File: src/rtl/buffet_fill_ctrl.sv
// Producer-side credit controller for a single buffet: forwards upstream data to the
// buffet fill port only while locally held credits remain, refreshing them from the credit port.
module buffet_fill_ctrl #(
  parameter int unsigned IDX_WIDTH      = 8,
  parameter int unsigned DATA_WIDTH     = 32,
  parameter int unsigned SETTLE_CYCLES  = 3,
  parameter int unsigned REFRESH_THRESH = 0
) (
  input  logic                  clk,
  input  logic                  nreset_i,
  input  logic                  en_i,
  input  logic [DATA_WIDTH-1:0] in_data,
  input  logic                  in_valid,
  output logic                  in_ready,
  output logic [DATA_WIDTH-1:0] push_data,
  output logic                  push_data_valid,
  input  logic                  push_data_ready,
  output logic                  credit_ready,
  input  logic [IDX_WIDTH-1:0]  credit_out,
  input  logic                  credit_valid,
  output logic [IDX_WIDTH-1:0]  credit_cnt_o,
  output logic [1:0]            state_o,
  output logic [31:0]           push_total_o
);

  typedef enum logic [1:0] {
    S_IDLE   = 2'd0,
    S_SETTLE = 2'd1,
    S_CREDIT = 2'd2,
    S_STREAM = 2'd3
  } state_t;

  localparam logic [3:0]           SETTLE_LOAD = 4'(SETTLE_CYCLES - 1);
  localparam logic [IDX_WIDTH-1:0] THRESH      = IDX_WIDTH'(REFRESH_THRESH);

  state_t               state, state_n;
  logic [IDX_WIDTH-1:0] credit_cnt, credit_n;
  logic [3:0]           settle_cnt, settle_n;
  logic [31:0]          push_total;
  logic                 go, push;

  assign push_data    = in_data;
  assign credit_cnt_o = credit_cnt;
  assign state_o      = state;
  assign push_total_o = push_total;

  always_comb begin
    go              = (state == S_STREAM) && (credit_cnt != '0);
    push_data_valid = in_valid && go;
    in_ready        = push_data_ready && go;
    push            = push_data_valid && push_data_ready;
    credit_ready    = (state == S_CREDIT);
  end

  always_comb begin
    state_n  = state;
    settle_n = settle_cnt;
    credit_n = push ? credit_cnt - 1'b1 : credit_cnt;
    unique case (state)
      S_IDLE: begin
        credit_n = '0;
        if (en_i) begin
          state_n  = S_SETTLE;
          settle_n = SETTLE_LOAD;
        end
      end
      S_SETTLE: begin
        if (!en_i)                  state_n  = S_IDLE;
        else if (settle_cnt == '0)  state_n  = S_CREDIT;
        else                        settle_n = settle_cnt - 1'b1;
      end
      S_CREDIT: begin
        // A handshake coinciding with en_i low still captures; IDLE clears it next edge.
        if (credit_valid) begin
          credit_n = credit_out;
          state_n  = en_i ? S_STREAM : S_IDLE;
        end else if (!en_i) begin
          state_n = S_IDLE;
        end
      end
      S_STREAM: begin
        if (!en_i) begin
          state_n = S_IDLE;
        end else if (credit_n == '0) begin
          state_n  = S_SETTLE;
          settle_n = SETTLE_LOAD;
        end else if ((REFRESH_THRESH != 0) && (credit_n <= THRESH) && !in_valid) begin
          state_n  = S_SETTLE;
          settle_n = SETTLE_LOAD;
        end
      end
      default: state_n = S_IDLE;
    endcase
  end

  always_ff @(posedge clk or negedge nreset_i) begin
    if (!nreset_i) begin
      state      <= S_IDLE;
      credit_cnt <= '0;
      settle_cnt <= '0;
      push_total <= '0;
    end else begin
      state      <= state_n;
      credit_cnt <= credit_n;
      settle_cnt <= settle_n;
      if (push) push_total <= push_total + 32'd1;
    end
  end

endmodule

File: config.mk
export PLATFORM = sky130hd
export DESIGN_NAME = buffet_fill_ctrl
export DESIGN_NICKNAME = d
export VERILOG_FILES = /design/src/rtl/buffet_fill_ctrl.sv
export SDC_FILE = /design/constraint.sdc
export NUM_CORES = 1
export LEC_CHECK = 0
export CORE_AREA = 5 5 87 89
export CTS_CLUSTER_SIZE = 30
export DETAILED_ROUTE_END_ITERATION = 8
export DIE_AREA = 0 0 92 94
export GPL_TIMING_DRIVEN = 0
export PLACE_DENSITY = 0.89
export SYNTH_ARGS = -nofsm -noshare
export SYNTH_HDL_FRONTEND = slang
export SYNTH_SLANG_ARGS = --single-unit
File: constraint.sdc
create_clock -name clk -period 3.4 [get_ports clk]
set_input_delay 0.68 -clock clk [delete_from_list [all_inputs] [get_ports clk]]
set_output_delay 0.68 -clock clk [all_outputs]
set_load 0.005 [all_outputs]
# After elaboration in Yosys (flattened, before gate mapping)
# Index checks and enable logic that the tools add are counted.
# Widths: inputs -> output; s select.
# totals
out_inout_bits,77
ff_bits,46
# classes
mux,18
addsub,3
n_eq_ne,11
reduce_logical,11
# ops
operator,count
$add 32x1->32 const B,1
$mux 4,5
$mux 2,8
$mux 8,2
$pmux 8 s2,1
$pmux 4 s3,1
$logic_not 8->1,1
$ne 2x2->1 const B,4
$pmux 2 s4,1
$reduce_bool 8->1,1
$sub 8x1->8 const B,1
$ne 3x2->1 const B,2
$reduce_and 6->1,1
$eq 2x2->1 const B,2
$logic_and 1x1->1,4
$logic_not 4->1,1
$reduce_and 4->1,1
$sub 4x1->4 const B,1
$ne 3x3->1 const B,1
$reduce_bool 3->1,1
$eq 2x1->1 const B,1
$logic_not 2->1,1
$ne 2x1->1 const B,1

# Longest topological paths before layout
# Gate-level depths: netlist of the first run.
# logic_depth
word_depth,9
ltp_mapped,9

# Least setup slack after synthesis of the first run
# OpenSTA, ideal clock, no wires.
# synth_path
kind,register to register
start,reg credit_cnt[0] (netlist: credit_cnt_o[0])
end,reg settle_cnt[1]
stages_incl_launch_ff,10
setup_slack_ns,0.868
path_buffers,2
setup_ns,0.124
arrival_ns,2.408
required_ns,3.276
cell_sequence,dfrtp_1 clkbuf_1 inv_1 ha_1 nor3b_1 clkbuf_1 a21oi_1 mux2_2 and4_4 o31a_1
# synth_between
elab_chain_cells,8
elab_cells_between_ends,9
# synth_lines
item,line_no,rtl
from (decl),37,"logic [IDX_WIDTH-1:0] credit_cnt, credit_n;"
from (signal assigned),104,credit_cnt <= credit_n;
"parallel branches: the longest is 4 deep, another holds $sub 8x1->8",-,
$mux 8 *,58,credit_n = push ? credit_cnt - 1'b1 : credit_cnt;
$logic_not 8->1 *,84,end else if (credit_n == '0) begin
$ne 2x1->1 (no source line) *,-,
$reduce_and 6->1 (no source line) *,-,
to (signal assigned),105,settle_cnt <= settle_n;
to (decl),38,"logic [3:0] settle_cnt, settle_n;"
# Every way passes the cells marked *.
# A chain may end at the register's enable or synchronous reset.

# Worst setup path in the final report of the first run
# layout_path
start,reg credit_cnt[0] (netlist: credit_cnt_o[0])
end,out in_ready
# layout_between
elab_chain_cells,3
# layout_lines
item,line_no,rtl
$reduce_bool 8->1,48,go = (state == S_STREAM) && (credit_cnt != '0);
$logic_and 1x1->1,48,
$logic_and 1x1->1,50,in_ready = push_data_ready && go;
to (decl),14,"output logic in_ready,"
# No other way between the ends.

==> results of run 1 <==
-- power groups by stage --
stage               registers, mW  logic (mW)  clock network (mW)
floorplan                   0.621       0.212                   0
finish                      0.620       0.357               0.399
global placement            0.627       0.335                   0
detailed placement          0.630       0.356                   0
global route                0.626       0.398               0.437
CTS                         0.618       0.357               0.414
-- cell type report --
type                    instances  area [um^2]  share of cell area
plain buffers                  42        289.0             0.07476
inverters                       9        33.78            0.008738
clock buffers                   5        68.82             0.01780
flip-flops and latches         46         1151              0.2977
clock inverters                 3        40.04             0.01036
repair buffers                 91        915.9              0.2369
well taps                      80        100.1             0.02589
multi-input cells             181         1267              0.3278
-- cells in the final DEF (no fill, tap or decap), types with 2 or more instances in the layout --
| cell | count |
|---|---|
| clkdlybuf4s50_1 | 88 |
| dfrtp_1 | 46 |
| buf_4 | 32 |
| xnor2_1 | 28 |
| nand3_1 | 22 |
| nand2_1 | 19 |
| inv_1 | 9 |
| o21ai_0 | 9 |
| nor2_1 | 8 |
| and3_1 | 8 |
| nand4_1 | 8 |
| clkbuf_1 | 6 |
| a21oi_1 | 6 |
| xor2_1 | 6 |
| ha_1 | 5 |
| clkbuf_8 | 5 |
| a2bb2oi_1 | 4 |
| o22ai_1 | 4 |
| and2_1 | 4 |
| and4_1 | 4 |
| nor2b_1 | 3 |
| buf_2 | 3 |
| nor3_1 | 3 |
| a2111oi_0 | 3 |
| mux2i_1 | 3 |
| mux2_2 | 3 |
| nand2b_1 | 3 |
| o31ai_1 | 3 |
| nor4_1 | 2 |
| o2bb2ai_1 | 2 |
| or4_1 | 2 |
| a211oi_1 | 2 |
| a22oi_1 | 2 |
| clkinv_2 | 2 |
-- worst max path at each step --
stage | cells past startpoint | startpoint | slack (ns) | to
floorplan | 9 | credit_cnt_o[0] | 0.87 | settle_cnt[1]
global route | 8 | credit_cnt_o[0] | 0.12 | in_ready
finish | 8 | credit_cnt_o[0] | 0.31 | in_ready
detailed placement | 6 | push_data_ready | 0.22 | settle_cnt[1]
CTS | 8 | credit_cnt_o[0] | 0.09 | in_ready
global placement | 6 | push_data_ready | -0.23 | push_total_o[24]
-- Yosys cell counts, types with 7 or more instances --
cell type | number | area share
inv_1 | 9 | 0.012
dfrtp_1 | 46 | 0.42
and3_1 | 8 | 0.018
xnor2_1 | 28 | 0.090
nand4_1 | 8 | 0.018
nor2_1 | 8 | 0.011
buf_4 | 32 | 0.088
clkbuf_1 | 7 | 0.0096
nand3_1 | 22 | 0.040
o21ai_0 | 9 | 0.016
nand2_1 | 19 | 0.026
-- kinds of logic after synthesis --
logic type / share of synthesized area
DFF: 0.4211
xor gates and xnor gates: 0.1089
AOI/OAI and AO/OA: 0.1025
and+or+nand+nor: 0.1986
adders and majority gates: 0.02288
buffers and inverters: 0.1176
muxes: 0.02837
-- metrics by stage --
step / cells / util
2_1_floorplan: 278 / -
3_3_place_gp: 447 / 0.5575
3_5_place_dp: 449 / 0.5614
4_1_cts: 457 / 0.5777
5_1_grt: 457 / 0.5787
6_report: 457 / 0.5787
-- layer usage --
| layer | vias to the layer above | GRT usage | part of all wire |
|---|---|---|---|
| li1 | 1151 | - | - |
| met1 | 1158 | 0.1841 | 0.40 |
| met2 | 99 | 0.2859 | 0.50 |
| met3 | 6 | 0.05449 | 0.092 |
| met4 | 0 | 0.04455 | 0.0058 |
| met5 | - | 0 | 0 |
-- sequential cells by signal (all words and copies together) (netlist names) --
name	count
state_o	2
settle_cnt	4
push_total_o	32
credit_cnt_o	8
-- worst max-delay path: cells and delay by family (launching register included) --
| kind | cells | cell delay [ns] |
|---|---|---|
| adder cells (fa/ha/maj) | 1 | 0.22 |
| buffers and inverters | 4 | 1.06 |
| flip-flops | 1 | 0.35 |
| AND/OR/NAND/NOR | 3 | 0.48 |
==> results.cfg, run 1 <==
[status]
status = completed

[placed_design]
hpwlAfterDp_mm = 5.488
gp_congestion = 0.8746
place_worst_setup_slack_ns = 0.2242
port_buffers = 89
place_area_um2 = 3751

[synthesis]
syn_inst = 278
async_reset_ff_frac = 1.000
syn_area_per_cell_um2 = 9.834
synth_nets = 329
synth_edf_count = 0
synth_flop_cell = dfrtp_1
netlist_area_um2 = 2734
ys.warnings.count = 0
synth.distinct_cells = 46
ys_seq_elements = 46
yosysSeqAreaShare = 0.4211

[worst_setup_path]
cpMaxStageDelayCell = clkdlybuf4s50_1
cp.arrival_ns = 2.41
path_cells = clkbuf_1 > inv_1 > ha_1 > nor3b_2 > clkbuf_2 > nand2_1 > and4_1 > clkdlybuf4s50_1
cp-start-kind = flip-flop
crit_path_end_kind = output pin
rr_startpoint = credit_cnt_o[0]
path_class = flip-flop to output pin
worst_r2r_endpoint = settle_cnt[1]
cpPeakStageDelay_ns = 0.50
reg2reg_slack_ns = 0.58
cp_max_fo = 10
worstPathRequired_ns = 2.72
r2r_cells = 9

[clocking]
holdBufCountCts = 0
clk_path_buf_depth = 2
clk_pin_slew_worst_paths_ns = 0.09
cts_resized = 0
cts_tree = built
postCtsSetupRepairBufs = 0
h-tree-depth = 2
clockRootBuffer = clkbuf_8
clock_latency_ns = 0.29
cts_sinks = 46
cts_buffers = 5

[pwr]
p_switching_mw = 0.3973
switching_share = 0.2886
p_seq_frac = 0.451
p_clk_frac = 0.290
ir_drop_v = 0.0002357
pwr-share-comb = 0.260
power_mw = 1.376
p_int_mw = 0.9792
powerDensity_nw_per_um2 = 356.0
p_leak_nw = 1.675

[final_layout]
fin_nets = 427
areaGrowthSynthToFinish_pct = 41.42
nFillCells = 570
antenna_cells = 0
post-route-cell-area_um2 = 3866
drive_gt1_frac = 0.1565

[die]
pin_count = 123
initial_core_util = 0.4092
rows = 30
fp.dieH_um = 94
die_w_um = 92
core-area_um2 = 6681
dieArea_um2 = 8648

[timing]
drv_slew = 0
setup_ws_ns = 0.3100
fin_crit_sh = 0.9088
fin_tns_setup_ns = 0
min_period_ns = 3.090
fmax_ghz = 0.3236
skew_ns = 0.007884
grt_setup_unrepaired = false
hold_viol = 0
holdWs_ns = 0.2941
slew_headroom = 0.4960
tightest_slew_ns = 0.7545
setup_viol = 0

[grt]
grt_usage = 0.1609
grt_max_degree = 32
first_global_vias = 2509
antenna_found_initial = 0
grt_first_pass_wirelength_mm = 11.54
gr-total-overflow = 0

[drt]
routed_wl_mm = 6.850
via_per_inst = 5.282
avgRoutedWirePerCell_um = 14.99
via_count = 2414
ant_nets = 0
drt_iter0_markers = 77
drc = 0
firstDrtPassIters = 4

[worst_hold_path]
min-delay-path-class = primary input to asynchronous set/reset pin

[job]
cap_viol_max_count = 0
Note: power is estimated with default switching activity, not from simulation.
==> inputs of run 2 (changes only) <==
--- a/config.mk
+++ b/config.mk
@@ -5,12 +5,12 @@
 export SDC_FILE = /design/constraint.sdc
 export NUM_CORES = 1
 export LEC_CHECK = 0
-export CORE_AREA = 5 5 87 89
+export CORE_AREA = 5 5 89 91
 export CTS_CLUSTER_SIZE = 30
 export DETAILED_ROUTE_END_ITERATION = 8
-export DIE_AREA = 0 0 92 94
+export DIE_AREA = 0 0 94 96
 export GPL_TIMING_DRIVEN = 0
-export PLACE_DENSITY = 0.89
+export PLACE_DENSITY = 0.86
 export SYNTH_ARGS = -nofsm -noshare
 export SYNTH_HDL_FRONTEND = slang
 export SYNTH_SLANG_ARGS = --single-unit
==> constraint.sdc (replaced) <==
create_clock -name clk -period 3.9 [get_ports clk]
set_input_delay 0.78 -clock clk [delete_from_list [all_inputs] [get_ports clk]]
set_output_delay 0.78 -clock clk [all_outputs]
set_load 0.005 [all_outputs]
==> run 2 against run 1 <==
Register-to-register slack better by 0.32 ns; power fell by 12%; via count decreased by 0.62%; die area rose by 4.3%; global-route usage fell by 0.53 points; routed wire length increased by 0.55%; worst setup slack improved by 0.17 ns; combinational power fell by 14%; sequential share of layout area is 0.12 points lower; utilization shrank 2.9 points; sequential power fell by 12%; clock power fell by 8.3%; critical endpoint unchanged; largest cell class unchanged; largest power group unchanged.
==> results.cfg, run 2 (synthesis gave the netlist of run 1 again) <==
[timing]
setup_ws_ns = 0.4800
skew_ns = 0.01280
holdWs_ns = 0.3603
hold_viol = 0
drv_slew = 0
fin_tns_setup_ns = 0
min_period_ns = 3.420
slew_headroom = 0.3582
setup_viol = 0
tightest_slew_ns = 0.9602
fmax_ghz = 0.2924
fin_crit_sh = 0.8769
grt_setup_unrepaired = false

[grt]
grt_usage = 0.1555
grt_max_degree = 36
antenna_found_initial = 0
gr-total-overflow = 0
grt_first_pass_wirelength_mm = 11.38
first_global_vias = 2463

[die]
rows = 31
initial_core_util = 0.3873
fp.dieH_um = 96
dieArea_um2 = 9024
die_w_um = 94
core-area_um2 = 7059
pin_count = 123

[clocking]
clock_latency_ns = 0.29
clk_path_buf_depth = 2
clk_pin_slew_worst_paths_ns = 0.10
cts_resized = 0
holdBufCountCts = 0
clockRootBuffer = clkbuf_8
cts_tree = built
h-tree-depth = 2
cts_buffers = 5
cts_sinks = 46
postCtsSetupRepairBufs = 0

[pwr]
power_mw = 1.217
ir_drop_v = 0.0001538
powerDensity_nw_per_um2 = 313.4
p_leak_nw = 1.664

[final_layout]
layout.cells.non_filler = 475
layout_commonest_cell = clkdlybuf4s50_1
finish.utilization = 0.5500
nFillCells = 651
antenna_cells = 0
areaGrowthSynthToFinish_pct = 42.01
post-route-cell-area_um2 = 3882
drive_gt1_frac = 0.1489
largest_register_ffs = 32
mostFrequentLayoutCells = clkdlybuf4s50_1 (88), dfrtp_1 (46), buf_4 (32)
fin_nets = 426

[placed_design]
port_buffers = 89
gp_congestion = 0.8710
place_inst = 467
hpwlAfterDp_mm = 5.533
place_worst_setup_slack_ns = 0.6022
place_area_um2 = 3765

[job]
cap_viol_max_count = 0

[drt]
routed_wl_mm = 6.888
ant_nets = 0
drt_iter0_markers = 69
firstDrtPassIters = 4
via_per_inst = 5.051
via_count = 2399
drc = 0
avgRoutedWirePerCell_um = 14.50

[worst_setup_path]
crit_path_end_kind = output pin
cp-start-kind = flip-flop
path_class = flip-flop to output pin
cp.arrival_ns = 2.64
cp_max_fo = 10
worstPathRequired_ns = 3.12

[worst_hold_path]
min-delay-path-class = primary input to asynchronous set/reset pin

[status]
status = completed
==> run 2: layer usage <==
layer	GRT usage	wire (um)
met3	0.03987	505
met1	0.1791	2762
met2	0.2803	3559
met5	0	0
met4	0.05295	60
==> run 2: power by group <==
| group | internal [mW] | switching (mW) | total, mW |
|---|---|---|---|
| combinational | 0.160 | 0.148 | 0.308 |
| clock | 0.195 | 0.170 | 0.366 |
| sequential | 0.503 | 0.0400 | 0.543 |
| total | 0.858 | 0.358 | 1.22 |
==> run 2: cell type report <==
| class | instances | area [um^2] | share of cell area |
|---|---|---|---|
| Timing Repair Buffer | 90 | 905.9 | 0.2333 |
| Sequential cell | 46 | 1151 | 0.2965 |
| Buffer | 42 | 287.8 | 0.07412 |
| Clock buffer | 5 | 68.82 | 0.01772 |
| Clock inverter | 3 | 48.80 | 0.01257 |
| Multi-Input combinational cell | 181 | 1262 | 0.3252 |
| Inverter | 9 | 33.78 | 0.008701 |
| Tap cell | 99 | 123.9 | 0.03190 |
==> run 2: path summary, 6_finish.rpt <==
kind	startpoint	end	slack [ns]	cells after the start
setup / recovery	credit_cnt_o[0]	in_ready	0.48	8
hold / removal	nreset_i	push_total_o[3]	0.36	1
setup reg to reg	credit_cnt_o[0]	push_total_o[26]	0.90	9
hold reg to reg	push_total_o[31]	push_total_o[31]	0.47	1
max in group asynchronous	nreset_i	push_total_o[12]	3.06	2
min in group clk	push_total_o[31]	push_total_o[31]	0.47	1
==> run 2: critical path, cell delays in order, from the launching register on <==
cell and delay (ns):
dfrtp_1 0.39, clkbuf_1 0.18, inv_1 0.12, ha_1 0.17, nor3b_1 0.30, clkbuf_1 0.37, nand2_1 0.14, and4_1 0.23
clkdlybuf4s50_1 0.44
==> inputs of run 3 (changes only) <==
--- a/config.mk
+++ b/config.mk
@@ -5,12 +5,13 @@
 export SDC_FILE = /design/constraint.sdc
 export NUM_CORES = 1
 export LEC_CHECK = 0
-export CORE_AREA = 5 5 89 91
+export CORE_AREA = 5 5 65 125
 export CTS_CLUSTER_SIZE = 30
 export DETAILED_ROUTE_END_ITERATION = 8
-export DIE_AREA = 0 0 94 96
+export DIE_AREA = 0 0 70 130
 export GPL_TIMING_DRIVEN = 0
 export PLACE_DENSITY = 0.86
+export SLEW_MARGIN = 20
 export SYNTH_ARGS = -nofsm -noshare
 export SYNTH_HDL_FRONTEND = slang
 export SYNTH_SLANG_ARGS = --single-unit
==> run 3 against run 2 <==
Sequential share of layout area is 0.13 points lower; clock skew down 0.0066 ns; worst setup slack improved by 0.0011 ns; largest cell class unchanged; largest power group unchanged; highest routed layer unchanged.
==> results.cfg, run 3 (synthesis gave the netlist of run 1 again) <==
[timing]
fin_tns_setup_ns = 0
skew_ns = 0.006198
setup_viol = 0
slew_headroom = 0.4899
grt_setup_unrepaired = false
tightest_slew_ns = 0.7632
drv_slew = 0
fin_crit_sh = 0.8766
min_period_ns = 3.419
holdWs_ns = 0.4732
fmax_ghz = 0.2925
hold_viol = 0

[worst_hold_path]
min-delay-path-class = flip-flop to flip-flop
holdPathStages = 1
min_to = push_total_o[31]
holdCritStartpoint = push_total_o[31]

[final_layout]
layout_commonest_cell = clkdlybuf4s50_1
fin_nets = 426
antenna_cells = 0
areaGrowthSynthToFinish_pct = 42.65
largest_register_ffs = 32
nFillCells = 643
drive_gt1_frac = 0.1444
mostFrequentLayoutCells = clkdlybuf4s50_1 (88), dfrtp_1 (46), buf_4 (32)

[clocking]
holdBufCountCts = 0
postCtsSetupRepairBufs = 0
cts_resized = 0
clock_latency_ns = 0.28
clockRootBuffer = clkbuf_16
clk_pin_slew_worst_paths_ns = 0.06
h-tree-depth = 2
cts_tree = built
cts_buffers = 5
clk_path_buf_depth = 2
cts_sinks = 46

[placed_design]
hpwlAfterDp_mm = 5.837
gp_congestion = 0.8678
port_buffers = 89

[drt]
drc = 0
firstDrtPassIters = 5
routed_wl_mm = 7.107
via_count = 2443
ant_nets = 0
via_per_inst = 5.265
drt_iter0_markers = 101
avgRoutedWirePerCell_um = 15.32

[worst_setup_path]
cp-start-kind = flip-flop
crit_path_end_kind = output pin
rr_startpoint = credit_cnt_o[0]
cp-startpoint = credit_cnt_o[0]
path_class = flip-flop to output pin
r2r_cells = 9
cp.arrival_ns = 2.64
reg2reg_slack_ns = 0.98
worstPathRequired_ns = 3.12
worst_r2r_endpoint = settle_cnt[1]
cp_max_fo = 10

[die]
fp.dieH_um = 130
initial_core_util = 0.3909
core-area_um2 = 6994
dieArea_um2 = 9100
rows = 43
die_w_um = 70
pin_count = 123

[pwr]
powerDensity_nw_per_um2 = 323.3
power_mw = 1.261
p_leak_nw = 1.680
ir_drop_v = 0.0001839

[grt]
grt_usage = 0.1574
antenna_found_initial = 0
grt_first_pass_wirelength_mm = 11.66
grt_max_degree = 26
first_global_vias = 2561
gr-total-overflow = 0

[job]
cap_viol_max_count = 0

[status]
status = completed
## run 3: worst max-delay path by stage
stage	to	slack [ns]	depth (start not counted)
detailed placement	push_total_o[28]	0.56	6
finish	in_ready	0.48	8
floorplan	settle_cnt[1]	1.37	9
CTS	in_ready	0.46	8
global placement	push_total_o[30]	0.58	6
global route	in_ready	0.28	8
## run 3: per-layer routing
layer,wire (um),share of wire,track usage
met5,0,0,0
met4,180,0.025,0.07562
met3,623,0.088,0.04780
met2,3958,0.56,0.3079
met1,2344,0.33,0.1443
## run 3: critical path, cell delays in order (launching register included)
cell	delay (ns)
dfrtp_1	0.38
clkbuf_1	0.18
inv_1	0.11
ha_1	0.16
nor3b_1	0.31
clkbuf_1	0.41
nand2_1	0.12
and4_1	0.23
clkdlybuf4s50_1	0.46
## run 3: where the power goes
| part | switching, mW | internal, mW | total, mW | leakage [nW] |
|---|---|---|---|---|
| Clock | 0.160 | 0.248 | 0.408 | 0.0688 |
| Sequential | 0.0373 | 0.504 | 0.541 | 0.634 |
| Combinational | 0.151 | 0.161 | 0.312 | 0.977 |
| Total | 0.348 | 0.913 | 1.26 | 1.68 |
## run 3: layout make-up
class                   count  area (um^2)  area share
plain buffers              42        287.8     0.07379
multi-input cells         181         1262      0.3237
clock buffers               6        138.9     0.03561
well taps                  90        112.6     0.02887
repair buffers             90        913.4      0.2342
inverters                   9        33.78    0.008662
flip-flops and latches     46         1151      0.2952
## run 3: through the flow
stage,utilization,instance area [um^2],instances,worst slack [ns]
after floorplan,-,2734,278,1.368
after global placement,0.5343,3737,457,0.5810
after detailed placement,0.5376,3760,458,0.5582
after global routing,0.5576,3900,464,0.2770
final,0.5576,3900,464,0.4811
after CTS,0.5574,3899,464,0.4561
